**config.mk**
```make
export PLATFORM = sky130hd
export DESIGN_NAME = dsp_add_arbiter
export DESIGN_NICKNAME = d
export VERILOG_FILES = /design/src/rtl/dsp_add_arbiter.sv
export SDC_FILE = /design/constraint.sdc
export NUM_CORES = 1
export LEC_CHECK = 0
export CORE_UTILIZATION = 37
export CTS_CLUSTER_SIZE = 30
export DETAILED_ROUTE_END_ITERATION = 16
export PLACE_DENSITY_LB_ADDON = 0.25
export SLEW_MARGIN = 10
export SYNTH_ARGS = -nofsm -noshare
export SYNTH_HDL_FRONTEND = slang
export SYNTH_SLANG_ARGS = --single-unit
```
**constraint.sdc**
```tcl
create_clock -name clock -period 8.7 [get_ports clock]
set_input_delay 2.175 -clock clock [delete_from_list [all_inputs] [get_ports clock]]
set_output_delay 2.175 -clock clock [all_outputs]
set_load 0.05 [all_outputs]
```
**src/rtl/dsp_add_arbiter.sv**
```systemverilog
// Round-robin front end that shares one pipelined adder between NREQ clients.
// Results come back in issue order through a credit-guarded FIFO.
module dsp_add_arbiter #(
   parameter int NREQ    = 4,
   parameter int WIDTH   = 32,
   parameter int LATENCY = 2,
   parameter int DEPTH   = 4
) (
   input  logic                     clock,
   input  logic                     reset,
   input  logic [NREQ-1:0]          req_valid,
   output logic [NREQ-1:0]          req_ready,
   input  logic [NREQ*WIDTH-1:0]    req_a,
   input  logic [NREQ*WIDTH-1:0]    req_b,
   output logic                     rsp_valid,
   input  logic                     rsp_ready,
   output logic [$clog2(NREQ)-1:0]  rsp_id,
   output logic [WIDTH-1:0]         rsp_y,
   output logic                     busy
);

   localparam int IDW = $clog2(NREQ);
   localparam int PW  = (DEPTH > 1) ? $clog2(DEPTH) : 1;
   localparam int CW  = $clog2(DEPTH + 1);

   logic [IDW-1:0]   rr_q, rr_d, gid;
   logic             hit, pop, accept, wr;
   logic [CW-1:0]    used_q, used_d, cnt_q, cnt_d;
   logic [PW-1:0]    wp_q, rp_q;
   logic [WIDTH-1:0] sum;

   logic             pv_q  [0:LATENCY];
   logic [IDW-1:0]   pid_q [0:LATENCY];
   logic [WIDTH-1:0] py_q  [0:LATENCY];
   logic [IDW-1:0]   fid_q [0:DEPTH-1];
   logic [WIDTH-1:0] fy_q  [0:DEPTH-1];

   function automatic logic [PW-1:0] inc(input logic [PW-1:0] p);
      return (p == PW'(DEPTH - 1)) ? '0 : p + PW'(1);
   endfunction

   assign rsp_valid = (cnt_q != '0);
   assign pop       = rsp_valid & rsp_ready;
   assign wr        = pv_q[LATENCY];
   assign rsp_id    = rsp_valid ? fid_q[rp_q] : '0;
   assign rsp_y     = rsp_valid ? fy_q[rp_q] : '0;
   assign busy      = (used_q != '0);

   always_comb begin
      hit = 1'b0;
      gid = '0;
      for (int k = 0; k < NREQ; k++) begin
         if (!hit && req_valid[(int'(rr_q) + k) % NREQ]) begin
            hit = 1'b1;
            gid = IDW'((int'(rr_q) + k) % NREQ);
         end
      end
   end

   // A pop in the same cycle frees the slot the new op will need.
   assign accept    = reset & hit & ((used_q < CW'(DEPTH)) | pop);
   assign req_ready = accept ? (NREQ'(1) << gid) : '0;
   assign sum       = req_a[gid*WIDTH +: WIDTH] + req_b[gid*WIDTH +: WIDTH];

   always_comb begin
      rr_d = rr_q;
      if (accept) rr_d = (gid == IDW'(NREQ - 1)) ? '0 : gid + IDW'(1);
      used_d = used_q + CW'(accept) - CW'(pop);
      cnt_d  = cnt_q + CW'(wr) - CW'(pop);
   end

   always_ff @(posedge clock) begin
      if (!reset) begin
         rr_q   <= '0;
         used_q <= '0;
         cnt_q  <= '0;
         wp_q   <= '0;
         rp_q   <= '0;
         for (int k = 0; k <= LATENCY; k++) pv_q[k] <= 1'b0;
      end else begin
         rr_q    <= rr_d;
         used_q  <= used_d;
         cnt_q   <= cnt_d;
         pv_q[0] <= accept;
         for (int k = 1; k <= LATENCY; k++) pv_q[k] <= pv_q[k-1];
         if (wr)  wp_q <= inc(wp_q);
         if (pop) rp_q <= inc(rp_q);
      end
   end

   always_ff @(posedge clock) begin
      pid_q[0] <= gid;
      py_q[0]  <= sum;
      for (int k = 1; k <= LATENCY; k++) begin
         pid_q[k] <= pid_q[k-1];
         py_q[k]  <= py_q[k-1];
      end
      if (wr) begin
         fid_q[wp_q] <= pid_q[LATENCY];
         fy_q[wp_q]  <= py_q[LATENCY];
      end
   end

endmodule

```
==> impl_metrics.env <==
export IMPL_relSlewSlack=0.379
export IMPL_grt_usage=0.189
export IMPL_yosys_most_used_dff="edfxtp_1"
export IMPL_reg2reg_depth=18
export IMPL_rr_startpoint="rr_q[0]$_SDFFE_PN0P_"
export IMPL_vdd_drop_max_v=0.000130
export IMPL_gp_congestion=0.838
export IMPL_fin_setup_tns_ps=0
export IMPL_yosys_area_top_type_share=0.352
export IMPL_antenna_found_initial=5
export IMPL_finalSetupViolCount=0
export IMPL_async_flop_share=0
export IMPL_drive_above_1_share=0.0649
export IMPL_route_detailed_drc=34
export IMPL_place_ws_ps=1230
export IMPL_worst_path_max_fanout=73
export IMPL_hold_start="py_q[0][33]$_DFF_P_"
export IMPL_path_clk_slew_ps=60
export IMPL_drt_iter0_drc=499
export IMPL_syn_area_sq_mm=0.0116
export IMPL_timing_fmax_ghz=0.136
export IMPL_grt_max_degree=81
export IMPL_ys_warn_count=0
export IMPL_seqCellArea_sq_mm=0.00647
export IMPL_ctsResizeCount=0
export IMPL_fin_ws_ps=1350
export IMPL_period_minus_slack_ps=7350
export IMPL_hp_class="reg2reg"
export IMPL_die_h_microns=179
export IMPL_grt_pass1_vias=8744
export IMPL_cts_inserted_buffers=23
export IMPL_cts_buffer_depth=3
export IMPL_insertion_delay_ps=490
export IMPL_via_per_inst=4.98
export IMPL_grt_overflow_total=0
export IMPL_cap_violations=0
export IMPL_post_cts_buffers=0
export IMPL_synth_edff_count=136
export IMPL_ios=303
export IMPL_dp_cells=1711
export IMPL_ctsHoldBuffers=0
export IMPL_h_tree_depth=1
export IMPL_power_density_mw_per_mm2=355
export IMPL_arrival_ps=5170
export IMPL_dr_pass1_iters=11
export IMPL_drt_total_wl_microns=30300
export IMPL_whs_endpoint="py_q[0][65]$_DFF_P_"
export IMPL_die_width_microns=179
export IMPL_core_area_sq_mm=0.0307
export IMPL_worst_hold_slack_ps=323
export IMPL_vias=8745
export IMPL_multiInputGateArea_sq_mm=0.00488
export IMPL_n_fill_cell=2790
export IMPL_synth_nets=1365
export IMPL_dieArea_sq_mm=0.0321
export IMPL_outcome="finished, violations left"
export IMPL_crit_path_end_kind="primary output"
export IMPL_violations="DRC"
export IMPL_cts_sinks=255
export IMPL_worst_pin_slew_ps=931
export IMPL_post_route_period_util=0.844
export IMPL_r2r_end="py_q[0][30]$_DFF_P_"
export IMPL_root_buffer="clkbuf_16"
export IMPL_hold_violations=0
export IMPL_synthDistinctLibCells=51
export IMPL_port_buffers=302
export IMPL_synth_area_leader_cell="edfxtp_1"
export IMPL_report_final_slew_viol_count=0
export IMPL_syn2layout_area_growth_pct=35.8
export IMPL_synth_cells=1055
export IMPL_cts_tree="done"
export IMPL_worstPathRequired_ps=6530
export IMPL_synthTopCellsByCount="nand2_1 (263), edfxtp_1 (136), dfxtp_1 (119)"
export IMPL_skew_ps=9.09
export IMPL_rsz0062_at_grt="no"
export IMPL_p_leak_nw=6.06
export IMPL_ys_ff_latch=255
export IMPL_rows=64
export IMPL_synth_most_common_cell="nand2_1"
export IMPL_critPathKind="in2out"
export IMPL_rrSetupSlack_ps=3520
export IMPL_start_util=0.377
export IMPL_ys_seq_area_frac=0.558
export IMPL_nets=1650
export IMPL_final_cells=1756
export IMPL_crit_path_start_kind="input port"
export IMPL_syn_avg_cell_area_sq_um=11.0
export IMPL_routedWlPerCell_microns=17.2
export IMPL_hpwl_microns=22400
export IMPL_detail_route_antenna_nets=0
export IMPL_hold_path_cell_count=0
export IMPL_grt_pass1_wl_microns=46800
export IMPL_synthTopCellsByArea="edfxtp_1 (35%), dfxtp_1 (21%), nand2_1 (8.5%), mux4_2 (6.6%), ha_1 (4.7%)"
==> sequential cells by signal, indices dropped and copies added (netlist names), named ones only <==
register  cells
fy_q        128
py_q         96
wp_q          2
used_q        3
fid_q         8
pv_q          3
rr_q          2
pid_q         6
cnt_q         3
rp_q          2
==> cell usage in the layout (no fill, tap or decap), drive strengths merged, types with 8 or more instances in the layout <==
| master | Yosys | layout |
|---|---|---|
| nor3 | 8 | 8 |
| mux4 | 34 | 34 |
| and2 | 48 | 48 |
| nor2b | 10 | 10 |
| clkbuf | 43 | 29 |
| buf | 10 | 11 |
| o21ai | 11 | 11 |
| clkdlybuf4s50 | 0 | 302 |
| xnor2 | 19 | 19 |
| edfxtp | 136 | 136 |
| xor2 | 14 | 14 |
| a21o | 16 | 16 |
| nand2 | 263 | 263 |
| and3 | 63 | 63 |
| clkinv | 0 | 8 |
| a21oi | 26 | 26 |
| o21bai | 8 | 8 |
| dfxtp | 119 | 119 |
| a211oi | 10 | 10 |
| a31oi | 64 | 64 |
| ha | 44 | 44 |
| inv | 20 | 21 |
| nor2 | 26 | 26 |
==> worst max-delay path: stages <==
cell and delay, ps:
clkdlybuf4s50_1 500, inv_1 90, a22o_1 220, a211oi_4 300
buf_4 660, ha_1 280, and2_1 130, clkdlybuf4s50_1 800
==> metal layers <==
layer | up-vias | share of wire | track usage
li1 | 4359 | - | -
met1 | 4090 | 0.43 | 0.243
met2 | 252 | 0.49 | 0.326
met3 | 42 | 0.054 | 0.0303
met4 | 2 | 0.024 | 0.0540
met5 | - | 0.00056 | 0
==> cell type report <==
class	instances	area share
Timing Repair Buffer	313	0.197
Clock inverter	12	0.00707
Multi-Input combinational cell	727	0.310
Sequential cell	255	0.411
Antenna cell	4	0.000636
Inverter	20	0.00493
Tap cell	396	0.0315
Clock buffer	29	0.0380
==> stage by stage <==
step,utilization,area [sq um],power (mW)
floorplan,-,11600,3.83
global placement,0.489,15000,4.65
detailed placement,0.489,15000,4.69
CTS,0.512,15700,5.65
global route,0.512,15700,6.00
finish,0.512,15700,5.59
==> cells by family after synthesis <==
| family | Yosys count | share of synthesized area |
|---|---|---|
| buffers and inverters | 73 | 0.0237 |
| AND/OR/NAND/NOR | 443 | 0.176 |
| multiplexers | 39 | 0.0703 |
| adder cells (fa/ha/maj) | 47 | 0.0526 |
| AO/OA/AOI/OAI | 165 | 0.0948 |
| XOR/XNOR | 33 | 0.0249 |
| flip-flops | 255 | 0.558 |
==> power by group <==
group | switching [mW] | leakage, nW | internal, mW
logic | 1.66 | 3.48 | 1.16
registers | 0.152 | 2.23 | 1.68
clock network | 0.399 | 0.350 | 0.547
==> worst max-delay path by stage <==
stage	startpoint	to	slack (ps)	cells after the start
after floorplan	req_valid[2]	req_ready[3]	2720	5
after global placement	req_valid[3]	req_ready[3]	1360	8
after detailed placement	req_valid[3]	py_q[0][30]$_DFF_P_	1230	19
after CTS	req_valid[3]	req_ready[3]	1330	8
after global routing	req_valid[3]	req_ready[3]	1180	8
final	req_valid[3]	req_ready[3]	1350	8
Note: power is estimated with default switching activity, not from simulation.
